<file path="config.mk">
export PLATFORM = sky130hd
export DESIGN_NAME = glb_port_arbiter_flat
export DESIGN_NICKNAME = d
export VERILOG_FILES = /design/src/rtl/glb_port_arbiter_pkg.sv /design/src/rtl/glb_port_arbiter_if.sv /design/src/rtl/glb_port_arbiter_rr_pick.sv /design/src/rtl/glb_port_arbiter.sv /design/src/flat_wrapper.sv
export SDC_FILE = /design/constraint.sdc
export NUM_CORES = 1
export LEC_CHECK = 0
export CAP_MARGIN = 30
export CORE_AREA = 10 10 160 162
export DETAILED_ROUTE_END_ITERATION = 10
export DIE_AREA = 0 0 170 172
export GPL_TIMING_DRIVEN = 0
export SLEW_MARGIN = 20
export SYNTH_ARGS = -nofsm -noshare
export SYNTH_HDL_FRONTEND = slang
export SYNTH_SLANG_ARGS = --single-unit
</file>
<file path="constraint.sdc">
create_clock -name clk -period 2.85 [get_ports clk]
set_clock_uncertainty 0.05 [all_clocks]
set_input_delay 0.57 -clock clk [delete_from_list [all_inputs] [get_ports clk]]
set_output_delay 0.57 -clock clk [all_outputs]
set_load 0.02 [all_outputs]
</file>
<file path="src/rtl/glb_port_arbiter_pkg.sv">
// rtl/glb_port_arbiter_pkg.sv - shared types and codes for the GLB port arbiter
package glb_arb_pkg;

   typedef enum logic [0:0] {
      IDLE  = 1'b0,
      BURST = 1'b1
   } arb_state_e;

   localparam int REQ_WEIGHT = 0;
   localparam int REQ_IFMAP  = 1;
   localparam int REQ_IPSUM  = 2;
   localparam int REQ_OPSUM  = 3;

   localparam logic [1:0] LOAD_1BYTE = 2'd0;
   localparam logic [1:0] LOAD_2BYTE = 2'd1;
   localparam logic [1:0] LOAD_3BYTE = 2'd2;
   localparam logic [1:0] LOAD_4BYTE = 2'd3;

endpackage

</file>
<file path="src/rtl/glb_port_arbiter_if.sv">
// rtl/glb_port_arbiter_if.sv - requester and GLB-side signal bundle of the GLB port arbiter
interface glb_port_arbiter_if #(
   parameter int NUM_REQ = 4,
   parameter int ADDR_W  = 32,
   parameter int DATA_W  = 32
);
   logic [NUM_REQ-1:0]             req_i;
   logic [NUM_REQ-1:0]             last_i;
   logic [NUM_REQ-1:0][3:0]        web_i;
   logic [NUM_REQ-1:0][ADDR_W-1:0] addr_i;
   logic [NUM_REQ-1:0][1:0]        byte_type_i;
   logic [NUM_REQ-1:0][DATA_W-1:0] wdata_i;
   logic [NUM_REQ-1:0]             gnt_o;
   logic [NUM_REQ-1:0]             rvalid_o;
   logic [DATA_W-1:0]              rdata_o;
   logic                           glb_en_o;
   logic [3:0]                     glb_web_o;
   logic [ADDR_W-1:0]              glb_addr_o;
   logic [1:0]                     glb_byte_type_o;
   logic [DATA_W-1:0]              glb_wdata_o;
   logic [DATA_W-1:0]              glb_rdata_i;
   logic                           busy_o;

   modport slave (
      input  req_i, last_i, web_i, addr_i, byte_type_i, wdata_i, glb_rdata_i,
      output gnt_o, rvalid_o, rdata_o, glb_en_o, glb_web_o, glb_addr_o,
             glb_byte_type_o, glb_wdata_o, busy_o
   );

   modport master (
      output req_i, last_i, web_i, addr_i, byte_type_i, wdata_i, glb_rdata_i,
      input  gnt_o, rvalid_o, rdata_o, glb_en_o, glb_web_o, glb_addr_o,
             glb_byte_type_o, glb_wdata_o, busy_o
   );
endinterface

</file>
<file path="src/rtl/glb_port_arbiter_rr_pick.sv">
// rtl/glb_port_arbiter_rr_pick.sv - combinational round-robin picker, first set request at or after i_start
module rr_pick #(
   parameter int NUM_REQ = 4,
   parameter int PTR_W   = 2
) (
   input  logic [NUM_REQ-1:0] i_req,
   input  logic [PTR_W-1:0]   i_start,
   output logic [NUM_REQ-1:0] o_gnt,
   output logic [PTR_W-1:0]   o_idx,
   output logic               o_any
);
   int               w_sum;
   logic [PTR_W-1:0] w_k;

   always_comb begin
      o_gnt = '0;
      o_idx = '0;
      o_any = 1'b0;
      w_sum = 0;
      w_k   = '0;
      for (int i = 0; i < NUM_REQ; i++) begin
         w_sum = int'(i_start) + i;
         if (w_sum >= NUM_REQ) w_sum = w_sum - NUM_REQ;
         w_k = PTR_W'(w_sum);
         if (!o_any && i_req[w_k]) begin
            o_any      = 1'b1;
            o_idx      = w_k;
            o_gnt[w_k] = 1'b1;
         end
      end
   end
endmodule

</file>
<file path="src/rtl/glb_port_arbiter.sv">
// rtl/glb_port_arbiter.sv - burst-granular round-robin arbiter for the shared GLB SRAM port
// GLB_ARB_PERF_EN adds per-requester wait/beat counters with perf_clr_i.
module glb_port_arbiter
   import glb_arb_pkg::*;
#(
   parameter int NUM_REQ = 4,
   parameter int ADDR_W  = 32,
   parameter int DATA_W  = 32
) (
   input  logic              clk,
   input  logic              rst,
   glb_port_arbiter_if.slave bus
`ifdef GLB_ARB_PERF_EN
   ,
   input  logic                     perf_clr_i,
   output logic [NUM_REQ-1:0][15:0] perf_wait_o,
   output logic [NUM_REQ-1:0][15:0] perf_beat_o
`endif
);
   localparam int PTR_W = (NUM_REQ > 1) ? $clog2(NUM_REQ) : 1;

   arb_state_e         r_state;
   logic [PTR_W-1:0]   r_own;
   logic [PTR_W-1:0]   r_rr_ptr;
   logic [PTR_W-1:0]   r_rd_tag;
   logic [NUM_REQ-1:0] r_gnt;
   logic               r_rd_pend;

   logic               w_beat;
   logic               w_any;
   logic [PTR_W-1:0]   w_own_nxt;
   logic [PTR_W-1:0]   w_start;
   logic [PTR_W-1:0]   w_pick_idx;
   logic [NUM_REQ-1:0] w_pick_req;
   logic [NUM_REQ-1:0] w_pick_gnt;
   logic [NUM_REQ-1:0] w_rvalid;
   logic [3:0]         w_web;
   logic [ADDR_W-1:0]  w_addr;
   logic [1:0]         w_bt;
   logic [DATA_W-1:0]  w_wdata;

   assign w_beat    = (r_state == BURST) && bus.req_i[r_own];
   assign w_own_nxt = (r_own == PTR_W'(NUM_REQ - 1)) ? '0 : r_own + 1'b1;

   // At burst end the owner is masked out so it only wins again via IDLE.
   always_comb begin
      w_pick_req = bus.req_i;
      w_start    = r_rr_ptr;
      if (r_state == BURST) begin
         w_pick_req = bus.req_i & ~r_gnt;
         w_start    = w_own_nxt;
      end
   end

   rr_pick #(.NUM_REQ(NUM_REQ), .PTR_W(PTR_W)) u_rr_pick (
      .i_req   (w_pick_req),
      .i_start (w_start),
      .o_gnt   (w_pick_gnt),
      .o_idx   (w_pick_idx),
      .o_any   (w_any)
   );

   always_comb begin
      w_web   = '0;
      w_addr  = '0;
      w_bt    = '0;
      w_wdata = '0;
      if (w_beat) begin
         w_web   = bus.web_i[r_own];
         w_addr  = bus.addr_i[r_own];
         w_bt    = bus.byte_type_i[r_own];
         w_wdata = bus.wdata_i[r_own];
      end
   end

   always_comb begin
      w_rvalid           = '0;
      w_rvalid[r_rd_tag] = r_rd_pend;
   end

   assign bus.glb_en_o        = w_beat;
   assign bus.glb_web_o       = w_web;
   assign bus.glb_addr_o      = w_addr;
   assign bus.glb_byte_type_o = w_bt;
   assign bus.glb_wdata_o     = w_wdata;
   assign bus.gnt_o           = r_gnt;
   assign bus.busy_o          = (r_state == BURST);
   assign bus.rvalid_o        = w_rvalid;
   assign bus.rdata_o         = bus.glb_rdata_i;

   always_ff @(posedge clk or posedge rst) begin
      if (rst) begin
         r_state   <= IDLE;
         r_own     <= '0;
         r_rr_ptr  <= '0;
         r_rd_tag  <= '0;
         r_gnt     <= '0;
         r_rd_pend <= 1'b0;
      end else begin
         r_rd_pend <= w_beat && (w_web == 4'b0000);
         if (w_beat) r_rd_tag <= r_own;
         case (r_state)
            IDLE: begin
               if (w_any) begin
                  r_state <= BURST;
                  r_own   <= w_pick_idx;
                  r_gnt   <= w_pick_gnt;
               end
            end
            BURST: begin
               if (w_beat && bus.last_i[r_own]) begin
                  r_rr_ptr <= w_own_nxt;
                  if (w_any) begin
                     r_own <= w_pick_idx;
                     r_gnt <= w_pick_gnt;
                  end else begin
                     r_state <= IDLE;
                     r_gnt   <= '0;
                  end
               end
            end
            default: r_state <= IDLE;
         endcase
      end
   end

`ifdef GLB_ARB_PERF_EN
   logic [NUM_REQ-1:0][15:0] r_wait;
   logic [NUM_REQ-1:0][15:0] r_beat_cnt;

   always_ff @(posedge clk or posedge rst) begin
      if (rst) begin
         r_wait     <= '0;
         r_beat_cnt <= '0;
      end else if (perf_clr_i) begin
         r_wait     <= '0;
         r_beat_cnt <= '0;
      end else begin
         for (int k = 0; k < NUM_REQ; k++) begin
            if (bus.req_i[PTR_W'(k)] && !r_gnt[PTR_W'(k)] && (r_wait[k] != 16'hFFFF))
               r_wait[k] <= r_wait[k] + 16'd1;
            if (w_beat && (r_own == PTR_W'(k)) && (r_beat_cnt[k] != 16'hFFFF))
               r_beat_cnt[k] <= r_beat_cnt[k] + 16'd1;
         end
      end
   end

   assign perf_wait_o = r_wait;
   assign perf_beat_o = r_beat_cnt;
`endif
endmodule

</file>
<file path="src/flat_wrapper.sv">
// flat-port wrapper written by rule: the top's interface ports become plain ports
module glb_port_arbiter_flat import glb_arb_pkg::*;
#(
   parameter int NUM_REQ = 4,
   parameter int ADDR_W  = 32,
   parameter int DATA_W  = 32
)
  (clk, rst, bus_req_i, bus_last_i, bus_web_i, bus_addr_i, bus_byte_type_i, bus_wdata_i, bus_glb_rdata_i, bus_gnt_o, bus_rvalid_o, bus_rdata_o, bus_glb_en_o, bus_glb_web_o, bus_glb_addr_o, bus_glb_byte_type_o, bus_glb_wdata_o, bus_busy_o);
  glb_port_arbiter_if #(.NUM_REQ(NUM_REQ), .ADDR_W(ADDR_W), .DATA_W(DATA_W)) bus_i ();
  input  logic clk;
  input  logic rst;
  input wire logic [$bits(bus_i.req_i)-1:0] bus_req_i;
  input wire logic [$bits(bus_i.last_i)-1:0] bus_last_i;
  input wire logic [$bits(bus_i.web_i)-1:0] bus_web_i;
  input wire logic [$bits(bus_i.addr_i)-1:0] bus_addr_i;
  input wire logic [$bits(bus_i.byte_type_i)-1:0] bus_byte_type_i;
  input wire logic [$bits(bus_i.wdata_i)-1:0] bus_wdata_i;
  input wire logic [$bits(bus_i.glb_rdata_i)-1:0] bus_glb_rdata_i;
  output wire logic [$bits(bus_i.gnt_o)-1:0] bus_gnt_o;
  output wire logic [$bits(bus_i.rvalid_o)-1:0] bus_rvalid_o;
  output wire logic [$bits(bus_i.rdata_o)-1:0] bus_rdata_o;
  output wire logic [$bits(bus_i.glb_en_o)-1:0] bus_glb_en_o;
  output wire logic [$bits(bus_i.glb_web_o)-1:0] bus_glb_web_o;
  output wire logic [$bits(bus_i.glb_addr_o)-1:0] bus_glb_addr_o;
  output wire logic [$bits(bus_i.glb_byte_type_o)-1:0] bus_glb_byte_type_o;
  output wire logic [$bits(bus_i.glb_wdata_o)-1:0] bus_glb_wdata_o;
  output wire logic [$bits(bus_i.busy_o)-1:0] bus_busy_o;
  assign bus_i.req_i = bus_req_i;
  assign bus_i.last_i = bus_last_i;
  assign bus_i.web_i = bus_web_i;
  assign bus_i.addr_i = bus_addr_i;
  assign bus_i.byte_type_i = bus_byte_type_i;
  assign bus_i.wdata_i = bus_wdata_i;
  assign bus_i.glb_rdata_i = bus_glb_rdata_i;
  assign bus_gnt_o = bus_i.gnt_o;
  assign bus_rvalid_o = bus_i.rvalid_o;
  assign bus_rdata_o = bus_i.rdata_o;
  assign bus_glb_en_o = bus_i.glb_en_o;
  assign bus_glb_web_o = bus_i.glb_web_o;
  assign bus_glb_addr_o = bus_i.glb_addr_o;
  assign bus_glb_byte_type_o = bus_i.glb_byte_type_o;
  assign bus_glb_wdata_o = bus_i.glb_wdata_o;
  assign bus_busy_o = bus_i.busy_o;
  glb_port_arbiter #(.NUM_REQ(NUM_REQ), .ADDR_W(ADDR_W), .DATA_W(DATA_W)) u_core (.clk(clk), .rst(rst), .bus(bus_i));
endmodule
</file>
* Word-level counts from Yosys, hierarchy flattened *
Index checks and enable logic that the tools add are counted.

storage, ports and cells
  memories kept = 0
  bits in latches = 0
  ROM bits = 0
  output and inout port bits = 112
  bits in registers = 12
  bits in writable memories = 0

operators by class
  reductions and logical operators = 17
  eq/ne operators = 3
  bitwise logic cells = 7
  add/sub/neg operators = 8
  muxes and demuxes = 63
  multipliers = 0
  order comparisons = 15
  shift-type cells = 0
  div/mod/pow operators = 0

operator list
  kind                                                                                 number
  32-bit binary-select mux with 2-bit select                                           2
  32-bit two-way mux                                                                   4
  4-bit two-way mux                                                                    10
  2-bit two-way mux                                                                    14
  2-bit by 3-bit less-than comparator with 1-bit output, second input constant         6
  1-bit two-way mux                                                                    17
  1-bit binary-select mux with 2-bit select                                            6
  4-bit OR                                                                             3
  1-bit logical AND                                                                    11
  1-bit demux with 2-bit select                                                        5
  2-bit by 1-bit greater-or-equal comparator with 1-bit output, second input constant  5
  3-bit greater-or-equal comparator, second input constant                             3
  4-bit bitwise AND                                                                    2
  4-bit binary-select mux with 2-bit select                                            1
  4-bit one-hot mux with 2 select lines                                                1
  2-bit by 1-bit subtractor with 2-bit output, second input constant                   4
  2-bit by 2-bit adder with 3-bit output, second input constant                        2
  2-bit binary-select mux with 2-bit select                                            1
  4-bit zero test                                                                      1
  2-bit inequality test, second input constant                                         2
  4-bit NOT                                                                            1
  2-bit one-hot mux with 2 select lines                                                1
  2-bit AND reduction                                                                  2
  2-bit by 1-bit adder with 3-bit output, second input constant                        1
  6 further kinds                                                                      8

* Logic depth before layout (Yosys ltp) *
  depth after elaboration = 20
  gate-level depth with buffers = 10

* By module *
From an unflattened synthesis, not the netlist that was laid out.

unflattened totals
  cells, all modules = 300
  area, all modules = 3,447.1 um^2

by module, submodules not included
  module            seq. area each (um^2)  cells an instance  area each (um^2)  instances
  glb_port_arbiter  300.3                  255                3,025.4           1
  rr_pick           0.0                    45                 421.7             1

* Worst setup path after synthesis *
Ideal clock, no wire load.

  path kind = flip-flop to flip-flop
  from = reg u_core.r_own[0]
  to = reg u_core.r_gnt[0], in the netlist u_core.bus.gnt_o[0]
  period minus slack after synthesis = 2.836 ns
  slack = 0.014 ns
  required time = 2.681 ns
  path buffers = 0
  arrival time = 2.667 ns
  stages on the path, launching flop included = 9
  cells stage by stage = dfrtp_1 ha_1 mux2i_1 ha_1 inv_1 a211oi_1 or4_4 a221o_1 o21a_1

between the ends
  word-level cells in the longest chain between the ends = 20
  elaborated cells between the ends (all ways) = 77
  classes of those cells = 8 x add/sub; 12 x order compare; 3 x eq/ne; 38 x mux; 3 x bitwise; 13 x reduce/logical

RTL lines
  item                                                                             line                     source
  start, declared                                                                  glb_port_arbiter.sv:23   logic [PTR_W-1:0] r_own;
  start signal, assigned                                                           glb_port_arbiter.sv:106  r_own <= w_pick_idx;
  start signal, assigned                                                           glb_port_arbiter.sv:114  r_own <= w_pick_idx;
  2-bit by 1-bit adder with 2-bit output or 2-bit equality test (tied branches)    glb_port_arbiter.sv:43   assign w_own_nxt = (r_own == PTR_W'(NUM_REQ - 1)) ? '0 : r_own + 1'b1;
  2-bit two-way mux *                                                              glb_port_arbiter.sv:43
  named net u_core.w_own_nxt[1]                                                    glb_port_arbiter.sv:31   logic [PTR_W-1:0] w_own_nxt;
  2-bit two-way mux *                                                              glb_port_arbiter.sv:49   if (r_state == BURST) begin
  branches (longest 17 deep; another with 2-bit by 1-bit adder with 3-bit output)  -
  end signal, assigned                                                             glb_port_arbiter.sv:107  r_gnt <= w_pick_gnt;
  end signal, assigned                                                             glb_port_arbiter.sv:115  r_gnt <= w_pick_gnt;
  end, declared                                                                    glb_port_arbiter.sv:26   logic [NUM_REQ-1:0] r_gnt;

Mark *: on every way through the listed nets, which the timed path passes. The select of a mux whose other input is x is not followed.
A chain may end at the register's enable or synchronous reset.

* Final worst setup path *
  from = reg u_core.r_own[0]
  to = out bus_glb_wdata_o[8]

between the ends
  word-level cells in the longest chain between the ends = 4
  elaborated cells between the ends (all ways) = 6
  classes of those cells = 5 x mux; 1 x reduce/logical

RTL lines
  item                                       line                    source
  1-bit binary-select mux with 2-bit select  glb_port_arbiter.sv:42  assign w_beat = (r_state == BURST) && bus.req_i[r_own];
  1-bit two-way mux (not written as such)    glb_port_arbiter.sv:42
  1-bit logical AND                          glb_port_arbiter.sv:42
  32-bit two-way mux *                       glb_port_arbiter.sv:68  if (w_beat) begin
  end, declared                              flat_wrapper.sv:26      output wire logic [$bits(bus_i.glb_wdata_o)-1:0] bus_glb_wdata_o;

Every way passes the cells marked *; elsewhere a longest branch is shown, timed or not. The select of a mux whose other input is x is not followed.

==> results.toml <==
[floorplan]
start_util = 0.1573
io_pins = 434
core_area_um2 = 22370
rows = 55
dieArea_um2 = 29240
die_w_um = 170
fp.dieH_um = 172

[sta]
slew_viol_final = 0
hold_slack_ns = 0.5100
fin_crit_ns = 2.752
period_share = 0.9656
hold_viol = 0
clock.fmax_mhz = 363.4
finalSetupViolations = 0
slew_headroom = 0.5519
rsz0062_at_grt = "true"
worstMarginPinSlew_ns = 0.6662

[setup_path]
crit_slowest_cell = "mux4_2"
critPathMaxStageDelay_ns = 0.56
crit_chain = "buf_6 -> clkbuf_8 -> buf_8 -> mux4_2 -> and3_1 -> buf_2"
path_delay_family = "buffers and inverters"
cp-end-kind = "output pin"
crit_path_start_kind = "flip-flop"
cp_max_fo = 10
worstSetupPathType = "flip-flop to output pin"
cp.required_ns = 2.23
crit_buf_inv = 4
arrival_ns = 2.13

[place]
dp_hpwl_mm = 22.87
io_buffers = 401
dp.cells = 1013
gp_congestion = 0.8787

[global_route]
grt_max_degree = 13
antenna_found_initial = 1
grt_usage = 0.1628
grt_pass1_vias = 5010
gr-total-overflow = 0
grt_pass1_wl_mm = 35.80

[yosys]
syn-num-nets = 657
synth_cell_types = 50
synth-edff-count = 0
syn_avg_cell_area_um2 = 10.76
yosys-top-cells-area = "mux4_2, and3_1, dfrtp_1"
synth_top_area_frac = 0.4673
yosys_most_used_dff = "dfrtp_1"
yosysMostFrequentCell = "mux4_2"
syn_area_um2 = 3518
ys_seq_elements = 12
synth_top_area_cell = "mux4_2"
synthCells = 327
ys_seq_area_frac = 0.08535
synth_warnings = 0
synth_common_cells = "mux4_2, and3_1, buf_4"
synthArstFlopShare = 1.000

[finish]
num-fill-cells = 2273
multi_input_area_um2 = 2894
seq_area_um2 = 301.5
nNetsFinal = 1070
drive_above_1_share = 0.3275
instances_no_fill = 1025
area_growth_syn_to_layout_pct = 126.2

[routing]
wire_per_inst_um = 25.57
routed_wl_mm = 26.21
drt_iter0_drc = 181
antenna_left = 0
first_pass_iters = 5
num_vias = 4648
drc_errors = 0
vias_per_cell = 4.535

[clocking]
root_buffer = "clkbuf_16"
htreeDepth = 1
cts.path.max_buffers = 2
cts_buffers = 3
postCtsHoldBufs = 0
tritoncts = "done"
clk_pin_slew_ns = 0.04
clock_latency_ns = 0.24
cts.sinks = 12

[run]
cap_violations = 0

[power_and_ir_drop]
peakVddDrop_mv = 0.5819
p_per_area_nw_per_um2 = 866.4
p_leak_nw = 3.344

[hold_path]
hold_class = "flip-flop to flip-flop"

[run_status]
outcome = "finished clean"
what timing repair did:
action	CTS	global route
endpoints found under the setup margin	78	70
resized for setup	351	22
pin swaps	1	2
buffers inserted	4	3
gates cloned	0	1
stage by stage:
step	setup slack [ns]	TNS, ns	power (W)	instance area (um^2)	utilization
2_1_floorplan	0.01426	0	0.004051	3518	-
3_3_place_gp	-0.9316	-59.87	0.006601	7889	0.3527
3_5_place_dp	-0.9380	-61.51	0.006620	7889	0.3527
4_1_cts	0.0003595	0	0.006722	7823	0.3498
5_1_grt	-0.003742	-0.005238	0.007397	7958	0.3558
6_report	0.09816	0	0.006895	7958	0.3558
worst paths after layout:
path / startpoint / cells past startpoint / slack, ns / endpoint
worst max-delay path: u_core.r_own[0] / 6 / 0.1 / bus_glb_wdata_o[8]
worst min-delay path: u_core.r_rr_ptr[0] / 2 / 0.51 / u_core.r_rr_ptr[0]
worst max register to register: u_core.bus.busy_o / 9 / 0.12 / u_core.bus.gnt_o[0]
worst min register to register: u_core.r_rr_ptr[0] / 2 / 0.51 / u_core.r_rr_ptr[0]
max in group asynchronous: rst / 2 / 1.81 / u_core.bus.busy_o
min in group asynchronous: rst / 2 / 0.60 / u_core.r_rr_ptr[1]
worst min-delay path: cells and delay by family, from the launching register on:
family	cells	cell delay (ns)
flip-flops	1	0.40
AND/OR/NAND/NOR	1	0.07
AO/OA/AOI/OAI	1	0.06
kinds of logic (layout without fill, tap and decap cells):
kind of cell,count (synthesis),after routing,synth area share
simple gates,117,117,0.2009
mux,83,83,0.4979
buf+inv,73,485,0.1177
compound gates,33,33,0.06721
flops,12,12,0.08535
fa+ha+maj,8,8,0.02845
xor+xnor,1,1,0.002490
other cells,0,1,0
per-layer routing:
layer  GRT usage  vias up  part of all wire  wire length [um]
li1            -     2120                 -                 -
met1      0.1879     2315              0.38              9912
met2      0.3058      201              0.54             14040
met3     0.03785       12             0.077              2018
met4     0.01869        0            0.0089               233
met5           0        -                 0                 0
layout make-up:
| cell class | instances | area share |
|---|---|---|
| multi-input combinational | 242 | 0.3637 |
| tap | 285 | 0.04481 |
| inverter | 6 | 0.002830 |
| clock buffer | 4 | 0.01116 |
| timing repair buffer | 409 | 0.4756 |
| buffer | 66 | 0.06368 |
| sequential | 12 | 0.03789 |
| antenna | 1 | 0.0003145 |
cell usage in the layout, fill, tap and decap left out, drive strengths merged, types with 3 or more instances in the layout:
cell,count
a21oi,5
a21bo,3
nand3,4
nand2b,3
mux2,6
nor2,8
o21ai,5
and3,71
a21boi,5
and2,3
clkdlybuf4s50,326
buf,124
mux2i,4
inv,6
nand2,13
mux4,73
nor4,4
dlymetal6s2s,4
clkbuf,25
dfrtp,12
ha,8
flip-flops by register name, summed over array words and instances (netlist names):
signal,count
u_core.bus.gnt_o,4
u_core.r_own,2
u_core.r_rd_tag,2
u_core.r_rr_ptr,2
u_core.bus.busy_o,1
u_core.r_rd_pend,1
power by group:
group / leakage [nW] / switching (W) / internal, W / total (W)
Combinational: 3.15 / 0.00321 / 0.00307 / 0.00628
Clock: 0.0442 / 0.0000787 / 0.000212 / 0.000291
Sequential: 0.148 / 0.0000768 / 0.000249 / 0.000325
(Power assumes the default switching activity.)
==> variant (config.mk and constraints unchanged) <==
`NUM_REQ` is set to 4 in 4 places; all go to 2.
--- a/src/rtl/glb_port_arbiter_if.sv
+++ b/src/rtl/glb_port_arbiter_if.sv
@@ -2,3 +2,3 @@
 interface glb_port_arbiter_if #(
-   parameter int NUM_REQ = 4,
+   parameter int NUM_REQ = 2,
    parameter int ADDR_W  = 32,
--- a/src/rtl/glb_port_arbiter_rr_pick.sv
+++ b/src/rtl/glb_port_arbiter_rr_pick.sv
@@ -2,3 +2,3 @@
 module rr_pick #(
-   parameter int NUM_REQ = 4,
+   parameter int NUM_REQ = 2,
    parameter int PTR_W   = 2
--- a/src/rtl/glb_port_arbiter.sv
+++ b/src/rtl/glb_port_arbiter.sv
@@ -5,3 +5,3 @@
 #(
-   parameter int NUM_REQ = 4,
+   parameter int NUM_REQ = 2,
    parameter int ADDR_W  = 32,
--- a/src/flat_wrapper.sv
+++ b/src/flat_wrapper.sv
@@ -3,3 +3,3 @@
 #(
-   parameter int NUM_REQ = 4,
+   parameter int NUM_REQ = 2,
    parameter int ADDR_W  = 32,
Interface: changed (8 resized); port bits go from 434 to 286. The function was not compared with the original's and may differ.
==> variant against the unedited design <==
Fmax rose by 2.6%. Worst setup slack improved by 69 ps. Routed wire length fell by 54%. Final area fell by 42%. Sequential cell count fell by 5. Critical path depth rose by 1. Area after synthesis fell by 51%. Total power fell by 57%.
==> variant: results (changes against the unedited design) <==
stage	metric	value	unit	change
finish	proportion of cell area occupied by multi-input gates	25.6	%	-11 points
setup_path	FF-to-FF End	u_core.r_rd_pend		
setup_path	Critical Path Start	bus_req_i[1]		
outcome	outcome	completed		
min_path	worst-case hold path end point	u_core.r_rr_ptr		
synth	distinct cell type count of the synthesized netlist	30		-40%
detailed_routing	first-pass detailed-route iteration total	4		-1
finish	footprint of the multi-input gates	0.00118	mm^2	-59%
min_path	Worst Min Path Start	u_core.r_rr_ptr		
finish	Largest register FFs	2		-2
global_routing	met2 Use GR	13.5	%	-17 points
finish	clock tree cell share of total cell area	1.71	%	+0.59 points
global_routing	met1 usage in global routing	7.87	%	-11 points
setup_path	slack of the worst reg-to-reg path	1470	ps	+1350 ps
synth	mean instance size in the synthesized netlist	7.31	um^2	-32%
finish	non-clock buffer count in the final layout	302		-36%
placement	Detailed Place HPWL	10.8	mm	-53%
setup_path	reg-to-reg critical path startpoint	u_core.r_own		
finish	layout cell share with drive strength beyond 1	11.5	%	-21 points
sta	worst slew pin tran	360	ps	-306 ps
finish	final net count	673		-37%
global_routing	number of global-route vias before repair	2870		-43%
sta	PnR worst setup slack	167	ps	+69.2 ps
detailed_routing	total detailed-routing wirelength	12.2	mm	-54%
power	Max rail drop VDD	0.218	mV	-63%
sta	post-route worst hold slack	456	ps	-53.8 ps
setup_path	worst setup path endpoint	bus_glb_addr_o[1]		
placement	total cell area at the placement stage	0.00462	mm^2	-41%
detailed_routing	routed length on met2	6.18	mm	-56%
placement	post-placement setup slack	-826	ps	+112 ps
placement	quantity of I/O buffers inserted on ports	252		-37%
global_routing	global-route wire length before repair	16.9	mm	-53%
-- variant: changes by cell type after synthesis, moves of 5 or more --
cell / before / now
sky130_fd_sc_hd__mux4_2: 73 / 0
sky130_fd_sc_hd__buf_4: 32 / 38
sky130_fd_sc_hd__mux2_2: 6 / 0
sky130_fd_sc_hd__nand2_1: 13 / 7
sky130_fd_sc_hd__nor2_1: 7 / 73
sky130_fd_sc_hd__mux2i_1: 4 / 70
sky130_fd_sc_hd__dfrtp_1: 12 / 7
sky130_fd_sc_hd__ha_1: 8 / 0
sky130_fd_sc_hd__clkbuf_1: 22 / 0
sky130_fd_sc_hd__and3_1: 71 / 0
-- variant: critical path: stages --
cell and delay [ps]:
sky130_fd_sc_hd__clkdlybuf4s15_1 310, sky130_fd_sc_hd__nand2_1 80, sky130_fd_sc_hd__o21ai_1 130, sky130_fd_sc_hd__nand2_4 170, sky130_fd_sc_hd__buf_2 230, sky130_fd_sc_hd__nor2_1 180, sky130_fd_sc_hd__dlygate4sd2_1 370
-- variant: cell families after synthesis --
group / Yosys count / synth area share, %
AO/OA/AOI/OAI: 11 / 4.24
buffers and inverters: 55 / 22.3
flip-flops: 7 / 10.1
multiplexers: 70 / 40.3
AND/OR/NAND/NOR: 95 / 23.2
-- variant: what timing repair did --
item	CTS	global route
pin swaps	0	0
endpoints found under the setup margin	71	4
setup buffers	0	0
resized for setup	73	1
-- variant: report_power, final --
| part | switching, uW | internal [uW] |
|---|---|---|
| registers | 27.7 | 134 |
| logic | 1420 | 1110 |
| clock network | 60.1 | 187 |
